<file path="src/rtl/maze_parallel_tx_if.sv">
// Bundle of the maze parallel-port transmitter signals.
//   start/loop      : frame control from the host side
//   rd_en/rd_addr   : read request to the tile buffer
//   rd_data         : tile byte returned one cycle after rd_en
//   port_data       : parallel port data bits [7:0]
//   port_clk        : parallel port strobe (receiver bit 8)
//   port_new_frame  : first-byte marker (receiver bit 9)
//   busy/done       : transmission status
// master = transmitter, slave = host/buffer/receiver side.
interface maze_parallel_tx_if;
  logic       start;
  logic       loop;
  logic       rd_en;
  logic [7:0] rd_addr;
  logic [7:0] rd_data;
  logic [7:0] port_data;
  logic       port_clk;
  logic       port_new_frame;
  logic       busy;
  logic       done;

  modport master (
    input  start, loop, rd_data,
    output rd_en, rd_addr, port_data, port_clk, port_new_frame, busy, done
  );

  modport slave (
    output start, loop, rd_data,
    input  rd_en, rd_addr, port_data, port_clk, port_new_frame, busy, done
  );
endinterface

</file>
<file path="src/rtl/maze_parallel_tx.sv">
// Maze parallel-port transmitter.
// Streams NUM_BYTES tile bytes from a tile buffer onto an 8-bit parallel
// port with a software-visible strobe. Each byte takes 2 fetch cycles,
// HALF_PERIOD cycles with port_clk low, then HALF_PERIOD cycles with
// port_clk high. Data and the new-frame marker only change on entry to
// the low phase, so they are stable across every rising strobe edge.
// Ports:
//   clk        : clock, rising edge
//   rst        : synchronous active-high reset
//   bus        : maze_parallel_tx_if master modport (control, buffer, port)
//   dbg_state  : current FSM state (0 IDLE, 1 FETCH, 2 SETUP, 3 HIGH)
// Handshake: start is a single-cycle request, accepted only in IDLE and
// not in the done cycle; rd_data is sampled one cycle after rd_en.
module maze_parallel_tx #(
  parameter int NUM_BYTES   = 100,
  parameter int HALF_PERIOD = 8
) (
  input  logic                 clk,
  input  logic                 rst,
  maze_parallel_tx_if.master   bus,
  output logic [1:0]           dbg_state
);

  typedef enum logic [1:0] {
    IDLE  = 2'd0,
    FETCH = 2'd1,
    SETUP = 2'd2,
    HIGH  = 2'd3
  } state_t;

  localparam logic [7:0] LAST_IDX = 8'(NUM_BYTES - 1);
  localparam logic [7:0] HP_LAST  = 8'(HALF_PERIOD - 1);

  state_t     state_q, state_d;
  logic [7:0] idx_q, idx_d;
  logic [7:0] cnt_q, cnt_d;
  logic       rd_en_q, rd_en_d;
  logic [7:0] rd_addr_q, rd_addr_d;
  logic [7:0] port_data_q, port_data_d;
  logic       port_clk_q, port_clk_d;
  logic       new_frame_q, new_frame_d;
  logic       busy_q, busy_d;
  logic       done_q, done_d;

  always_comb begin
    state_d     = state_q;
    idx_d       = idx_q;
    cnt_d       = cnt_q;
    rd_en_d     = 1'b0;
    rd_addr_d   = rd_addr_q;
    port_data_d = port_data_q;
    port_clk_d  = port_clk_q;
    new_frame_d = new_frame_q;
    busy_d      = busy_q;
    done_d      = 1'b0;

    case (state_q)
      IDLE: begin
        port_clk_d = 1'b0;
        // A start landing in the done cycle (state already IDLE) is dropped.
        if (bus.start && !done_q) begin
          state_d   = FETCH;
          idx_d     = 8'd0;
          cnt_d     = 8'd0;
          busy_d    = 1'b1;
          rd_en_d   = 1'b1;
          rd_addr_d = 8'd0;
        end
      end

      FETCH: begin
        // First cycle: read strobe is up. Second cycle: buffer data valid.
        if (cnt_q == 8'd0) begin
          cnt_d = 8'd1;
        end else begin
          cnt_d       = 8'd0;
          port_data_d = bus.rd_data;
          new_frame_d = (idx_q == 8'd0);
          state_d     = SETUP;
        end
      end

      SETUP: begin
        if (cnt_q == HP_LAST) begin
          cnt_d      = 8'd0;
          port_clk_d = 1'b1;
          state_d    = HIGH;
        end else begin
          cnt_d = cnt_q + 8'd1;
        end
      end

      HIGH: begin
        if (cnt_q == HP_LAST) begin
          cnt_d      = 8'd0;
          port_clk_d = 1'b0;
          if (idx_q < LAST_IDX) begin
            idx_d     = idx_q + 8'd1;
            rd_en_d   = 1'b1;
            rd_addr_d = idx_q + 8'd1;
            state_d   = FETCH;
          end else begin
            done_d = 1'b1;
            if (bus.loop) begin
              idx_d     = 8'd0;
              rd_en_d   = 1'b1;
              rd_addr_d = 8'd0;
              state_d   = FETCH;
            end else begin
              busy_d  = 1'b0;
              state_d = IDLE;
            end
          end
        end else begin
          cnt_d = cnt_q + 8'd1;
        end
      end

      default: state_d = IDLE;
    endcase
  end

  always_ff @(posedge clk) begin
    if (rst) begin
      state_q     <= IDLE;
      idx_q       <= 8'd0;
      cnt_q       <= 8'd0;
      rd_en_q     <= 1'b0;
      rd_addr_q   <= 8'd0;
      port_data_q <= 8'd0;
      port_clk_q  <= 1'b0;
      new_frame_q <= 1'b0;
      busy_q      <= 1'b0;
      done_q      <= 1'b0;
    end else begin
      state_q     <= state_d;
      idx_q       <= idx_d;
      cnt_q       <= cnt_d;
      rd_en_q     <= rd_en_d;
      rd_addr_q   <= rd_addr_d;
      port_data_q <= port_data_d;
      port_clk_q  <= port_clk_d;
      new_frame_q <= new_frame_d;
      busy_q      <= busy_d;
      done_q      <= done_d;
    end
  end

  assign bus.rd_en          = rd_en_q;
  assign bus.rd_addr        = rd_addr_q;
  assign bus.port_data      = port_data_q;
  assign bus.port_clk       = port_clk_q;
  assign bus.port_new_frame = new_frame_q;
  assign bus.busy           = busy_q;
  assign bus.done           = done_q;
  assign dbg_state          = state_q;

endmodule

</file>
<file path="src/flat_wrapper.sv">
// flat-port wrapper written by rule: the top's interface ports become plain ports
module maze_parallel_tx_flat 
#(
  parameter int NUM_BYTES   = 100,
  parameter int HALF_PERIOD = 8
)
  (clk, rst, dbg_state, bus_start, bus_loop, bus_rd_data, bus_rd_en, bus_rd_addr, bus_port_data, bus_port_clk, bus_port_new_frame, bus_busy, bus_done);
  maze_parallel_tx_if bus_i ();
  input  logic clk;
  input  logic rst;
  output logic [1:0] dbg_state;
  input wire logic [$bits(bus_i.start)-1:0] bus_start;
  input wire logic [$bits(bus_i.loop)-1:0] bus_loop;
  input wire logic [$bits(bus_i.rd_data)-1:0] bus_rd_data;
  output wire logic [$bits(bus_i.rd_en)-1:0] bus_rd_en;
  output wire logic [$bits(bus_i.rd_addr)-1:0] bus_rd_addr;
  output wire logic [$bits(bus_i.port_data)-1:0] bus_port_data;
  output wire logic [$bits(bus_i.port_clk)-1:0] bus_port_clk;
  output wire logic [$bits(bus_i.port_new_frame)-1:0] bus_port_new_frame;
  output wire logic [$bits(bus_i.busy)-1:0] bus_busy;
  output wire logic [$bits(bus_i.done)-1:0] bus_done;
  assign bus_i.start = bus_start;
  assign bus_i.loop = bus_loop;
  assign bus_i.rd_data = bus_rd_data;
  assign bus_rd_en = bus_i.rd_en;
  assign bus_rd_addr = bus_i.rd_addr;
  assign bus_port_data = bus_i.port_data;
  assign bus_port_clk = bus_i.port_clk;
  assign bus_port_new_frame = bus_i.port_new_frame;
  assign bus_busy = bus_i.busy;
  assign bus_done = bus_i.done;
  maze_parallel_tx #(.NUM_BYTES(NUM_BYTES), .HALF_PERIOD(HALF_PERIOD)) u_core (.clk(clk), .rst(rst), .bus(bus_i), .dbg_state(dbg_state));
endmodule
</file>
<file path="config.mk">
export PLATFORM = sky130hd
export DESIGN_NAME = maze_parallel_tx_flat
export DESIGN_NICKNAME = d
export VERILOG_FILES = /design/src/rtl/maze_parallel_tx_if.sv /design/src/rtl/maze_parallel_tx.sv /design/src/flat_wrapper.sv
export SDC_FILE = /design/constraint.sdc
export NUM_CORES = 1
export LEC_CHECK = 0
export BUFFER_PORTS_ARGS = -buffer_cell sky130_fd_sc_hd__clkbuf_2
export CAP_MARGIN = 20
export CORE_MARGIN = 4
export CORE_UTILIZATION = 40
export CTS_CLUSTER_SIZE = 10
export DETAILED_ROUTE_END_ITERATION = 10
export PLACE_DENSITY = 0.64
export SYNTH_ARGS = -nofsm -noshare
export SYNTH_HDL_FRONTEND = slang
export SYNTH_SLANG_ARGS = --single-unit
</file>
<file path="constraint.sdc">
create_clock -name clk -period 2.5 [get_ports clk]
set_input_delay 0 -clock clk [delete_from_list [all_inputs] [get_ports clk]]
set_output_delay 0 -clock clk [all_outputs]
set_load 0.05 [all_outputs]
</file>
==> results of run 1 <==
==> kinds of logic after synthesis <==
kind of cell	count (synthesis)
fa+ha+maj	8
simple gates	73
xor+xnor	1
mux	11
compound gates	43
buf+inv	17
flops	31
==> flip-flops by register name (all words and copies together), names as in the netlist <==
register / flops
u_core.bus.port_data: 8
u_core.cnt_q: 8
u_core.idx_q: 8
u_core.dbg_state: 2
u_core.bus.busy: 1
u_core.bus.done: 1
u_core.bus.port_clk: 1
u_core.bus.port_new_frame: 1
u_core.bus.rd_en: 1
==> repair_timing <==
item / in CTS / in global routing
hold endpoints to repair: 8 / 0
setup endpoints to repair: 0 / 0
hold buffers: 8 / 0
==> synth_stat cells, types with 2 or more instances <==
master / instances
a211oi_1: 4
a21oi_1: 8
a221o_1: 2
a311oi_1: 3
a31o_2: 2
a31oi_1: 2
a41oi_1: 2
and2_2: 2
buf_2: 2
buf_4: 3
clkbuf_1: 2
dfxtp_1: 31
ha_1: 8
inv_1: 9
mux2i_1: 10
nand2_1: 12
nand3_1: 6
nand3b_1: 2
nand4_1: 3
nor2_1: 26
nor2b_1: 4
nor3_1: 4
nor4_1: 3
o21ai_0: 5
==> power by group through the flow <==
stage          clock network, mW  registers, mW  logic [mW]
3_3_place_gp                   0          0.581       0.564
5_1_grt                    0.547          0.578       0.620
3_5_place_dp                   0          0.583       0.561
6_report                   0.508          0.572       0.571
2_1_floorplan                  0          0.694       0.329
4_1_cts                    0.522          0.572       0.573
==> critical path: stages (launching register included) <==
cell and delay, ns:
dfxtp_1 0.44, inv_1 0.10, ha_1 0.35, o21bai_1 0.24
a21oi_1 0.51, a41oi_1 0.19, a311oi_1 0.28
==> routing by layer <==
layer	part of all wire	track usage
met1	0.47	0.209
met5	0	0
met2	0.45	0.249
met4	0.016	0.0668
met3	0.063	0.0512
==> stage by stage <==
step | total power, mW | area (um2) | worst slack, ns
after floorplan | 1.02 | 1650 | 0.220
after global placement | 1.14 | 1870 | 0.363
after detailed placement | 1.14 | 1870 | 0.304
after CTS | 1.67 | 2060 | 0.302
after global routing | 1.75 | 2060 | 0.0413
final | 1.65 | 2060 | 0.293
==> final timing paths <==
path                                                            from                                   end  slack, ns  cells past startpoint
worst max-delay path                u_core.dbg_state[0]$_SDFFE_PP0P_          u_core.cnt_q[4]$_SDFFE_PP0P_       0.29                      6
worst min-delay path                                        bus_loop          u_core.idx_q[6]$_SDFFE_PP0P_       0.06                      3
worst max register to register      u_core.dbg_state[0]$_SDFFE_PP0P_          u_core.cnt_q[4]$_SDFFE_PP0P_       0.29                      6
worst min register to register  u_core.bus.port_data[4]$_SDFFE_PP0P_  u_core.bus.port_data[4]$_SDFFE_PP0P_       0.50                      2
==> area by class of cell <==
type	count	area, um2	area share
clock inverter	2	35.0	0.0170
inverter	9	33.8	0.0164
tap	50	62.6	0.0303
multi-input combinational	136	956	0.463
sequential	31	621	0.301
timing repair buffer	45	273	0.132
clock buffer	6	82.6	0.0400
==> run metrics, run 1 <==
FMAX=around 450 MHz; Mapped Cells=around 180; total CTS buffers=5; post-CTS resize count=0; Routability Congestion=about 0.8; combinational group share of total power=0.346; setup bufs post-CTS=0; root buf cell=clkbuf_8; status=finished, final reports clean; die width=72.3 um; Clock Skews=between 0.007 and 0.008 ns; internal power=roughly 1.0 mW; initial DRC count=~110; critical path arrival=approximately 2.4 ns; post-synth top area share=0.375; sequential power share=0.346; Max FO, Critical Path=11; Clock Power Share=0.308; die height=a little over 70 um; routed via count=1500; Area Growth Syn to Fin=24.7%; Synth area leaders=dfxtp_1 38%, ha_1 6.1%, mux2i_1 6.1%; CTS tree=done; HPWL after DPL=2690 um; CORE AREA=0.00400 mm2; number of remaining DRC errors=0; ANT nets after route=0; clk slew on worst S/H paths=0.06 ns; # setup viols final=0; vias per inst=5.38; vias in the first global route=1455; maximum vdd drop=~0.00060 V; Max Cap Viol=0; startpoint types=flip-flop; H-tree depth=2; share of layout cells above drive strength 1=0.271; most common flop cell mapped by yosys=dfxtp_1; Num Clock Sinks=31; syn_nets=204; n_diodes=0; clk_lat worst skew=0.29 ns; post-synth top area cell=dfxtp_1; type of the tightest min-delay check=in -> reg; XOR/XNOR share of the synthesized area=0.00530; register area share after synthesis=0.375; Leak=0.903 nW; Async S/R FF share, synth=0; Fin Setup TNS=0 ns; # fillers=382; Total Wirelength=between 3000 and 4000 um; crit path time final=2.21 ns; most frequent cells in the layout=34 x clkbuf_2, 31 x dfxtp_1, 26 x nor2_1; YS warnings=0; unrepaired setup endpoints after global routing=no; first-pass GRT wire length=~6600 um; routed len/inst=13.7 um; I/O pins=35; Final Instance Count excl. Fillers=279; multiplexer share of the synthesized area=0.0673; grt ovf=0; FF+latch count, synth=31; PortBufs=34; adder-cell share of the synthesized area=0.0605; Fin. Hold Viols=0; syn_area_per_cell=between 8 and 9 um2; worst path required time=2.69 ns; row count=23; GRT Total Usage=0.162; first-pass detailed-route iteration total=4; deepest clock path buffer count=2; number of synthesized flops with an enable pin=0; largest net degree at the start of global routing=25; largest family of logic cells by synthesized area=simple AND/OR/NAND/NOR gates; Final Util=0.516; Slew Limit Fails=0; mapped cell area=between 0.0015 and 0.002 mm2; Initial Utilization=0.414; fin nets=about 250; Slew headroom=0.582; Synth Area in Simple Gates=0.230; worst-margin pin slew=around 0.63 ns; crit path kind=reg -> reg; hold_ws=about 0.057 ns; final period utilization=0.883; most common cell after layout, fill and taps aside=clkbuf_2; initial antenna violation count=0; sw frac=0.366; Placed Cells incl. Taps=around 260; PD cells=801 mW/mm2; CP Capture Type=flip-flop; Die Footprint=~0.0052 mm2; Sw Pwr=roughly 0.60 mW; Synth Area in Compound Gates=0.210; distinct cell type count after synthesis=between 50 and 60
Power figures use the tool's default switching activity.
==> run 2, diff against run 1 <==
==> constraint.sdc (replaced) <==
create_clock -name clk -period 2.5 [get_ports clk]
set_input_delay 0.125 -clock clk [delete_from_list [all_inputs] [get_ports clk]]
set_output_delay 0.125 -clock clk [all_outputs]
set_load 0.05 [all_outputs]
==> run metrics, run 2 (synthesis gave the netlist of run 1 again) <==
H-tree depth=2; total power draw=1.64 mW; most common cell after layout, fill and taps aside=clkbuf_2; unrepaired setup endpoints after global routing=no; I/O pins=35; deepest clock path buffer count=2; Hold Path Cell Cnt=3; slowest stage delay, CP=approximately 0.51 ns; crit path kind=reg -> reg; r2r setup slk=between 0.2 and 0.3 ns; Fin Setup TNS=0 ns; die height=approximately 72 um; Max stage delay cell, worst path=a21oi_1; # setup viols final=0; routed len/inst=13.7 um; fin nets=240; type of the tightest min-delay check=in -> reg; Total Wirelength=about 3700 um; final instance area=0.00198 mm2; routed length on met1=1750 um; initial DRC count=~120; final period utilization=0.887; Max FO, Critical Path=11; Leak=about 0.87 nW; Worst R2R End=u_core.cnt_q[4]$_SDFFE_PP0P_; placed cell area=approximately 0.0019 mm2; clk slew on worst S/H paths=about 0.070 ns; setup bufs post-CTS=0; WL met2=between 1500 and 2000 um; vias in the first global route=around 1400; post-CTS resize count=0; hold buffer count at CTS=0; CTS tree=done; total CTS buffers=5; n_diodes=0; WHS Endpoint=u_core.bus.port_data[4]$_SDFFE_PP0P_; first-pass GRT wire length=6390 um; Hold Path Origin=bus_rd_data[4]; Routability Congestion=a little under 0.8; die width=72.3 um; Top Layer Used=met4; crit path time final=around 2.2 ns; startpoint types=flip-flop; Slew headroom=0.587; worst path required time=between 2 and 3 ns; status=finished, final reports clean; first-pass detailed-route iteration total=4; initial antenna violation count=0; Clock Skews=between 0.006 and 0.007 ns; Fin. Hold Viols=0; worst-margin pin slew=around 0.62 ns; GRT Total Usage=0.156; vias per inst=roughly 5.4; most frequent cells in the layout=34 x clkbuf_2, 31 x dfxtp_1, 26 x nor2_1; Area Growth Syn to Fin=19.9%; Die Footprint=between 0.005 and 0.006 mm2; grt ovf=0; number of remaining DRC errors=0; # fillers=394; maximum vdd drop=0.000596 V; Place WS=about 0.3 ns; FF-to-FF path depth=6; Max Cap Viol=0; row count=23; met3 WL=262 um; routed via count=~1500; Final Util=0.496; Critical Path, Cell by Cell=inv_1 -> ha_1 -> o21bai_1 -> a21oi_1 -> a41oi_1 -> a311oi_1; critical path arrival=approximately 2.4 ns; CP Capture Type=flip-flop; PortBufs=34; FMAX=451 MHz; ANT nets after route=0; CORE AREA=0.00400 mm2; Reg-to-Reg Start=u_core.dbg_state[0]$_SDFFE_PP0P_; share of layout cells above drive strength 1=0.281; Num Clock Sinks=31; largest net degree at the start of global routing=25; HPWL after DPL=2690 um; Slew Limit Fails=0; root buf cell=clkbuf_8; Initial Utilization=0.414; PD cells=827 mW/mm2; clk_lat worst skew=between 0.2 and 0.3 ns; final worst slack=around 0.28 ns
-- run 2: final cells by class --
cell class                 instances  area, um2  share of cell area
multi-input combinational        136        956               0.482
sequential                        31        621               0.313
timing repair buffer              37        193              0.0972
clock buffer                       6       82.6              0.0416
tap                               50       62.6              0.0315
clock inverter                     2       35.0              0.0177
inverter                           9       33.8              0.0170
-- run 2: worst max-delay path, delay by kind of cell (launching register included) --
family,cells,cell delay (ns)
AOI/OAI and AO/OA,4,1.24
adders and majority gates,1,0.35
buffers and inverters,1,0.10
DFF,1,0.44
-- run 2: stage by stage --
step	hold WS, ns	std cells
floorplan	0.269	184
global placement	0.362	263
detailed placement	0.369	263
CTS	0.0665	271
global route	0.0762	271
finish	0.0708	271
-- run 2: routing by layer --
| layer | vias up | GRT usage |
|---|---|---|
| met4 | 0 | 0.0668 |
| met3 | 7 | 0.0512 |
| met2 | 45 | 0.234 |
| met1 | 670 | 0.204 |
| met5 | - | 0 |
| li1 | 748 | - |
-- run 2: worst max path at each step --
stage	endpoint	depth (start not counted)	slack, ns	startpoint
after global routing	u_core.cnt_q[7]$_SDFFE_PP0P_	6	0.04	u_core.dbg_state[0]$_SDFFE_PP0P_
final	u_core.cnt_q[4]$_SDFFE_PP0P_	6	0.28	u_core.dbg_state[0]$_SDFFE_PP0P_
after CTS	u_core.cnt_q[4]$_SDFFE_PP0P_	6	0.30	u_core.dbg_state[0]$_SDFFE_PP0P_
after global placement	u_core.idx_q[5]$_SDFFE_PP0P_	4	0.36	u_core.cnt_q[3]$_SDFFE_PP0P_
after floorplan	u_core.idx_q[3]$_SDFFE_PP0P_	6	0.22	u_core.dbg_state[1]$_SDFFE_PP0P_
after detailed placement	u_core.cnt_q[4]$_SDFFE_PP0P_	6	0.30	u_core.dbg_state[0]$_SDFFE_PP0P_
-- run 2: where the power goes --
part           internal, mW  switching [mW]  total [mW]
Clock                 0.322           0.185       0.507
Sequential            0.534          0.0381       0.572
Combinational         0.183           0.379       0.561
